$ cat config.mk
export PLATFORM = sky130hd
export DESIGN_NAME = gpu_frontend_multi
export DESIGN_NICKNAME = d
export VERILOG_FILES = /design/src/rtl/gpu_frontend_multi.sv
export SDC_FILE = /design/constraint.sdc
export NUM_CORES = 1
export LEC_CHECK = 0
export BUFFER_PORTS_ARGS = -buffer_cell sky130_fd_sc_hd__buf_4
export CAP_MARGIN = 30
export CORE_ASPECT_RATIO = 1.4
export CORE_UTILIZATION = 36
export CTS_CLUSTER_SIZE = 14
export DETAILED_ROUTE_END_ITERATION = 12
export HOLD_SLACK_MARGIN = 0.08
export PLACE_DENSITY = 0.66
export SYNTH_ARGS = -nofsm -noshare
export SYNTH_HDL_FRONTEND = slang
export SYNTH_SLANG_ARGS = --single-unit
$ cat constraint.sdc
create_clock -name clk -period 2.7 [get_ports clk]
set_input_delay 0.27 -clock clk [delete_from_list [all_inputs] [get_ports clk]]
set_output_delay 0.27 -clock clk [all_outputs]
set_load 0.05 [all_outputs]
$ cat src/rtl/gpu_frontend_multi.sv
// SPI command frontend: captures LSB-first frames and holds background, screen enable and polygon slots.
// Optional FRONTEND_READBACK_EN adds slot readback on miso_out (cmd 0xC0|s).
module gpu_frontend_multi #(
    parameter int unsigned N_POLY  = 4,
    parameter int unsigned X_W     = 7,
    parameter int unsigned Y_W     = 6,
    parameter int unsigned COLOR_W = 6,
    parameter int unsigned DEPTH_W = 3
) (
    input  logic                         clk,
    input  logic                         rst,
    input  logic                         cs_in,
    input  logic                         mosi_in,
    input  logic                         sck_in,
    input  logic                         en_load,
    output logic                         miso_out,
    output logic [COLOR_W-1:0]           bg_color_out,
    output logic                         screen_en_out,
    output logic [N_POLY*COLOR_W-1:0]    poly_color_out,
    output logic [N_POLY*X_W-1:0]        v0_x_out,
    output logic [N_POLY*X_W-1:0]        v1_x_out,
    output logic [N_POLY*X_W-1:0]        v2_x_out,
    output logic [N_POLY*Y_W-1:0]        v0_y_out,
    output logic [N_POLY*Y_W-1:0]        v1_y_out,
    output logic [N_POLY*Y_W-1:0]        v2_y_out,
    output logic [N_POLY*DEPTH_W-1:0]    poly_depth_out,
    output logic [N_POLY-1:0]            poly_enable_out,
    output logic                         cmd_done_out,
    output logic                         cmd_err_out
);

    localparam int unsigned PAY_W   = COLOR_W + 3*X_W + 3*Y_W + DEPTH_W;
    localparam int unsigned FRAME_W = 8 + PAY_W;
    localparam int unsigned CNT_W   = $clog2(FRAME_W + 1);
    localparam int unsigned OFF_V0X = COLOR_W;
    localparam int unsigned OFF_V1X = OFF_V0X + X_W;
    localparam int unsigned OFF_V2X = OFF_V1X + X_W;
    localparam int unsigned OFF_V0Y = OFF_V2X + X_W;
    localparam int unsigned OFF_V1Y = OFF_V0Y + Y_W;
    localparam int unsigned OFF_V2Y = OFF_V1Y + Y_W;
    localparam int unsigned OFF_D   = OFF_V2Y + Y_W;

    typedef enum logic [1:0] {IDLE, SHIFT, COMMIT, DONE} state_t;

    state_t               state_q, state_d;
    logic [2:0]           sck_sync_q;
    logic [1:0]           cs_sync_q, mosi_sync_q;
    logic [CNT_W-1:0]     bit_cnt_q;
    logic [FRAME_W-1:0]   frame_q;

    logic [N_POLY-1:0][COLOR_W-1:0] poly_color_q;
    logic [N_POLY-1:0][X_W-1:0]     v0_x_q, v1_x_q, v2_x_q;
    logic [N_POLY-1:0][Y_W-1:0]     v0_y_q, v1_y_q, v2_y_q;
    logic [N_POLY-1:0][DEPTH_W-1:0] depth_q;
    logic [N_POLY-1:0]              enable_q;
    logic [COLOR_W-1:0]             bg_q;
    logic                           screen_q, done_q, err_q;

    logic                cs_s, mosi_s, rise_en;
    logic [7:0]          cmd_c;
    logic [4:0]          slot_c;
    logic [PAY_W-1:0]    pay_c;
    logic                slot_ok_c;
    logic                wr_c, clr_c, on_c, off_c, bg_c, rd_c, ok_c, err_c;

    // Input synchronisers; cs idles high so it resets to 1
    always_ff @(posedge clk) begin
        if (rst) begin
            sck_sync_q  <= '0;
            cs_sync_q   <= 2'b11;
            mosi_sync_q <= '0;
        end else begin
            sck_sync_q  <= {sck_sync_q[1:0], sck_in};
            cs_sync_q   <= {cs_sync_q[0], cs_in};
            mosi_sync_q <= {mosi_sync_q[0], mosi_in};
        end
    end

    assign cs_s    = cs_sync_q[1];
    assign mosi_s  = mosi_sync_q[1];
    assign rise_en = (sck_sync_q[2:1] == 2'b01) & en_load;

    always_ff @(posedge clk) begin
        if (rst) state_q <= IDLE;
        else     state_q <= state_d;
    end

    always_comb begin
        state_d = state_q;
        case (state_q)
            IDLE:    if (!cs_s) state_d = SHIFT;
            SHIFT: begin
                if (cs_s)
                    state_d = IDLE;
                else if (rise_en && bit_cnt_q == CNT_W'(FRAME_W - 1))
                    state_d = COMMIT;
            end
            COMMIT:  state_d = DONE;
            DONE:    if (cs_s) state_d = IDLE;
            default: state_d = IDLE;
        endcase
    end

    // Frame shifts in from the top so the first bit received ends at bit 0
    always_ff @(posedge clk) begin
        if (rst) begin
            bit_cnt_q <= '0;
            frame_q   <= '0;
        end else if (cs_s && state_q != COMMIT) begin
            bit_cnt_q <= '0;
            frame_q   <= '0;
        end else if (state_q == SHIFT && rise_en) begin
            bit_cnt_q <= bit_cnt_q + CNT_W'(1);
            frame_q   <= {mosi_s, frame_q[FRAME_W-1:1]};
        end
    end

    assign cmd_c     = frame_q[7:0];
    assign slot_c    = cmd_c[4:0];
    assign pay_c     = frame_q[FRAME_W-1:8];
    assign slot_ok_c = {27'd0, slot_c} < N_POLY;

    // Command decode, active only in the COMMIT cycle
    always_comb begin
        wr_c  = 1'b0;
        clr_c = 1'b0;
        on_c  = 1'b0;
        off_c = 1'b0;
        bg_c  = 1'b0;
        rd_c  = 1'b0;
        ok_c  = 1'b0;
        err_c = 1'b0;
        if (state_q == COMMIT) begin
            wr_c  = (cmd_c[7:5] == 3'b100) && slot_ok_c;
            clr_c = (cmd_c[7:5] == 3'b010) && slot_ok_c;
            on_c  = (cmd_c == 8'h21);
            off_c = (cmd_c == 8'h20);
            bg_c  = (cmd_c == 8'h01);
`ifdef FRONTEND_READBACK_EN
            rd_c  = (cmd_c[7:5] == 3'b110) && slot_ok_c;
`endif
            ok_c  = wr_c | clr_c | on_c | off_c | bg_c | rd_c;
            err_c = ~ok_c;
        end
    end

    always_ff @(posedge clk) begin
        if (rst) begin
            poly_color_q <= '0;
            v0_x_q       <= '0;
            v1_x_q       <= '0;
            v2_x_q       <= '0;
            v0_y_q       <= '0;
            v1_y_q       <= '0;
            v2_y_q       <= '0;
            depth_q      <= '0;
            enable_q     <= '0;
            bg_q         <= '0;
            screen_q     <= 1'b0;
            done_q       <= 1'b0;
            err_q        <= 1'b0;
        end else begin
            done_q <= ok_c;
            err_q  <= err_c;
            if (on_c)  screen_q <= 1'b1;
            if (off_c) screen_q <= 1'b0;
            if (bg_c)  bg_q     <= pay_c[COLOR_W-1:0];
            for (int k = 0; k < int'(N_POLY); k++) begin
                if (slot_c == 5'(k)) begin
                    if (wr_c) begin
                        poly_color_q[k] <= pay_c[COLOR_W-1:0];
                        v0_x_q[k]       <= pay_c[OFF_V0X +: X_W];
                        v1_x_q[k]       <= pay_c[OFF_V1X +: X_W];
                        v2_x_q[k]       <= pay_c[OFF_V2X +: X_W];
                        v0_y_q[k]       <= pay_c[OFF_V0Y +: Y_W];
                        v1_y_q[k]       <= pay_c[OFF_V1Y +: Y_W];
                        v2_y_q[k]       <= pay_c[OFF_V2Y +: Y_W];
                        depth_q[k]      <= pay_c[OFF_D +: DEPTH_W];
                        enable_q[k]     <= 1'b1;
                    end else if (clr_c) begin
                        poly_color_q[k] <= '0;
                        v0_x_q[k]       <= '0;
                        v1_x_q[k]       <= '0;
                        v2_x_q[k]       <= '0;
                        v0_y_q[k]       <= '0;
                        v1_y_q[k]       <= '0;
                        v2_y_q[k]       <= '0;
                        depth_q[k]      <= '0;
                        enable_q[k]     <= 1'b0;
                    end
                end
            end
        end
    end

`ifdef FRONTEND_READBACK_EN
    logic [PAY_W-1:0] rd_sh_q, rd_pay_c;
    logic             rd_act_q, rd_skip_q, rd_hit_c, fall;
    logic [7:0]       cmd8_c;

    assign fall   = (sck_sync_q[2:1] == 2'b10);
    assign cmd8_c = {mosi_s, frame_q[FRAME_W-1 -: 7]};
    assign rd_hit_c = (state_q == SHIFT) && !cs_s && rise_en &&
                      (bit_cnt_q == CNT_W'(7)) && (cmd8_c[7:5] == 3'b110) &&
                      ({27'd0, cmd8_c[4:0]} < N_POLY);

    always_comb begin
        rd_pay_c = '0;
        for (int k = 0; k < int'(N_POLY); k++) begin
            if (cmd8_c[4:0] == 5'(k))
                rd_pay_c = {depth_q[k], v2_y_q[k], v1_y_q[k], v0_y_q[k],
                            v2_x_q[k], v1_x_q[k], v0_x_q[k], poly_color_q[k]};
        end
    end

    // The fall right after the loading rise is skipped so payload bit 0 is sampled on the next rise
    always_ff @(posedge clk) begin
        if (rst) begin
            rd_sh_q   <= '0;
            rd_act_q  <= 1'b0;
            rd_skip_q <= 1'b0;
        end else if (state_q == IDLE || (cs_s && state_q != COMMIT)) begin
            rd_sh_q   <= '0;
            rd_act_q  <= 1'b0;
            rd_skip_q <= 1'b0;
        end else if (rd_hit_c) begin
            rd_sh_q   <= rd_pay_c;
            rd_act_q  <= 1'b1;
            rd_skip_q <= 1'b1;
        end else if (rd_act_q && fall) begin
            if (rd_skip_q) rd_skip_q <= 1'b0;
            else           rd_sh_q   <= {1'b0, rd_sh_q[PAY_W-1:1]};
        end
    end

    assign miso_out = rd_act_q & rd_sh_q[0];
`else
    assign miso_out = 1'b0;
`endif

    assign bg_color_out    = bg_q;
    assign screen_en_out   = screen_q;
    assign poly_color_out  = poly_color_q;
    assign v0_x_out        = v0_x_q;
    assign v1_x_out        = v1_x_q;
    assign v2_x_out        = v2_x_q;
    assign v0_y_out        = v0_y_q;
    assign v1_y_out        = v1_y_q;
    assign v2_y_out        = v2_y_q;
    assign poly_depth_out  = depth_q;
    assign poly_enable_out = enable_q;
    assign cmd_done_out    = done_q;
    assign cmd_err_out     = err_q;

endmodule

==> results by group <==
Place
  – Port bufs: 210
  – Final HPWL from detailed placement: 16900 um
  – Placed inst area: 12000 sq um
  – GPL Wtd Cong: 0.730

STA
  – RSZ-0062 raised after global routing: no
  – Final Critical Period: 2.00 ns
  – Slew Viols, Final: 0
  – Worst-Margin Slew: 0.884 ns
  – Slew HR: 0.410
  – Tcrit/Tclk final: 0.742
  – Setup Skew: 0.00792 ns
  – Fmax: 499 MHz
  – Final Hold Vio Count: 0
  – # setup viols final: 0
  – Sum Neg Setup Slack: 0 ns

Critical path
  – CP Data Arrival Time: 2.40 ns
  – Crit Path Max Fanout: 98
  – Worst Setup SP: frame_q[2]
  – Worst Setup Start Kind: flop
  – Crit Path Category: flop to flop
  – Crit. End Element: flop
  – CP required: 3.10 ns
  – Worst reg-to-reg path cell count: 5
  – Origin of the critical flop-to-flop path: frame_q[2]

CTS
  – Total CTS buffers: 27
  – Clk_lat worst skew: 0.53 ns
  – CTS Sinks: 276
  – Reg clk slew, reported paths: 0.06 ns
  – Root Driver: clkbuf_16
  – Max Root-Sink Buffers: 3
  – CTS tree: done
  – CTS H-tree depth: 1
  – Post-CTS Resized: 0

Route
  – Routed len/inst: 15.7 um
  – Routed Wire Length: 26100 um
  – DRT antenna net count: 0
  – Remaining DRCs: 0
  – First DRT Iteration DRCs: 329
  – Routed vias: 8145
  – Pre-Repair DR Iteration Count: 5
  – DR vias/cell: 4.90

Pwr
  – Logic gate share of total power: 0.014
  – Peak supply drop: 497 uV
  – Sw frac: 0.200
  – Pwr/cell area: 624 nW/um^2
  – Clock power frac: 0.482
  – Reg power frac: 0.504
  – Cell-internal power: 6.47 mW
  – P_sw: 1.61 mW
  – Total chip power: 8.09 mW
  – Pleak: 5.07 nW

Global routing
  – Global route overflow: 0
  – Gr usage total: 0.181
  – First-pass GRT wire length: 41900 um
  – Antenna violations before repair: 0
  – Vias in the first global route: 7832
  – Largest net degree at the start of global routing: 112

Synth
  – Syn Nets: 1118
  – Synthesized flop and latch total: 276
  – Mapped Cells: 1111
  – Yosys cell types: 38
  – Synthesized area: 10200 sq um
  – Mapped Avg Cell Area: 9.16 sq um
  – Seq/Total Area, Yosys: 0.543
  – Yosys warns: 0

Die
  – Area of the die: 28900 sq um
  – Die width: 144 um
  – Core Region: 27700 sq um
  – Cell Rows: 72
  – Die H: 201 um
  – Ports: 212
  – Initial Util: 0.367

Final layout
  – Ratio of cells with drive above 1 in the final layout: 0.216
  – Ant diodes: 0
  – Final Instance Area: 13000 sq um
  – Layout area overhead: 27.4%
  – Fill count: 2692
  – Post-Route Utilization: 0.467
  – Final net count: 1283

Outcome
  – Status: finished, final reports clean

Flow run
  – Maxcap violations: 0

Hold path
  – Min-delay src: rst
  – Hold depth: 3
  – Worst min path class: input port to flop
## final timing paths
check / slack (ns) / to
hold / removal: 0.11 / bit_cnt_q[0]
hold reg to reg: 0.41 / cs_sync_q[1]
setup / recovery: 0.70 / v0_y_out[15]
setup reg to reg: 0.70 / v0_y_out[15]
## synth_stat cells, drive strengths merged
master | count | share of area
dfxtp | 276 | 0.54
nand2 | 167 | 0.062
o21ai | 149 | 0.073
nand2b | 104 | 0.064
nand3b | 99 | 0.073
clkbuf | 69 | 0.026
a21oi | 59 | 0.029
mux2i | 56 | 0.055
nand3 | 51 | 0.025
buf | 24 | 0.014
nor2 | 16 | 0.0059
nor2b | 5 | 0.0031
nor3 | 5 | 0.0030
nand4b | 4 | 0.0034
xnor2 | 4 | 0.0034
nor4 | 3 | 0.0033
or3 | 3 | 0.0023
a211oi | 2 | 0.0015
inv | 2 | 0.00074
nor3b | 2 | 0.0015
or2 | 2 | 0.0012
a21o | 1 | 0.00074
a31o | 1 | 0.00086
and4 | 1 | 0.00086
conb | 1 | 0.00037
ha | 1 | 0.0012
nor4b | 1 | 0.00086
o21a | 1 | 0.00074
o22ai | 1 | 0.00062
or4b | 1 | 0.00098
## power by group through the flow
| stage | Sequential, mW | Combinational [mW] | Clock (mW) |
|---|---|---|---|
| finish | 4.08 | 0.113 | 3.90 |
| global route | 4.08 | 0.121 | 4.15 |
| CTS | 4.08 | 0.114 | 4.00 |
| detailed placement | 4.17 | 0.110 | 0 |
| global placement | 4.17 | 0.110 | 0 |
| floorplan | 4.17 | 0.0870 | 0 |
## layout make-up
type                            instances  area, sq um  area share
Sequential cell                       276         5530       0.426
Clock inverter                         10          150      0.0116
Clock buffer                           36          759      0.0586
Tap cell                              370          463      0.0357
Inverter                                2         7.51    0.000579
Timing Repair Buffer                  229         1780       0.138
Multi-Input combinational cell        740         4270       0.330
## what timing repair did
| action | in CTS | in global routing |
|---|---|---|
| hold buffers | 3 | 0 |
| setup buffers | 0 | 0 |
| hold endpoints to repair | 3 | 0 |
## cells in the final DEF, fill, tap and decap left out, drive strengths merged, types with 2 or more instances in the layout
cell	synthesis	layout
nor2b	5	5
nor2	16	16
nor3	5	5
bufinv	0	4
or3	3	3
nor3b	2	2
nor4	3	3
or2	2	2
clkbuf	69	36
xnor2	4	4
nand4b	4	4
dlygate4sd3	0	3
nand2	167	167
buf	24	226
clkinv	0	6
inv	2	2
nand3	51	51
a21oi	59	59
nand2b	104	104
mux2i	56	56
dfxtp	276	276
a211oi	2	2
o21ai	149	149
nand3b	99	99
## metrics by stage
step | setup slack [ns] | hold WS, ns | cells
5_1_grt | 0.527 | 0.0987 | 1663
6_report | 0.695 | 0.110 | 1663
3_5_place_dp | 0.461 | 0.400 | 1613
4_1_cts | 0.427 | 0.0830 | 1662
2_1_floorplan | 0.803 | 0.374 | 1111
3_3_place_gp | 0.529 | 0.395 | 1612
## kinds of logic after synthesis
group | Yosys count | synth area share
AO/OA/AOI/OAI | 214 | 0.107
AND/OR/NAND/NOR | 464 | 0.250
multiplexers | 56 | 0.0551
adder cells (fa/ha/maj) | 1 | 0.00123
other | 1 | 0.000369
flip-flops | 276 | 0.543
buffers and inverters | 95 | 0.0398
XOR/XNOR | 4 | 0.00344
## registers in the layout, summed over array words and instances (netlist names), 12 cells and up, named ones only
name and count:
v0_x_out 28, poly_color_out 24, v2_x_out 28, v2_y_out 24, v1_y_out 24, v1_x_out 28
v0_y_out 24, poly_depth_out 12, frame_q 56
## critical path, cell delays in order, from the launching register on
cell and delay, ns:
dfxtp_1 0.34, or3_4 0.42, or4b_4 0.58, buf_16 0.25, nand3b_1 0.13, o21ai_0 0.10
## per-layer routing
metal / part of all wire / routed length, um / up-vias / track usage
li1: - / - / 4076 / -
met1: 0.42 / 11000 / 3819 / 0.215
met2: 0.50 / 13000 / 201 / 0.319
met3: 0.048 / 1250 / 49 / 0.0289
met4: 0.032 / 849 / 0 / 0.0703
met5: 0 / 0 / - / 0
Power figures use the tool's default switching activity.
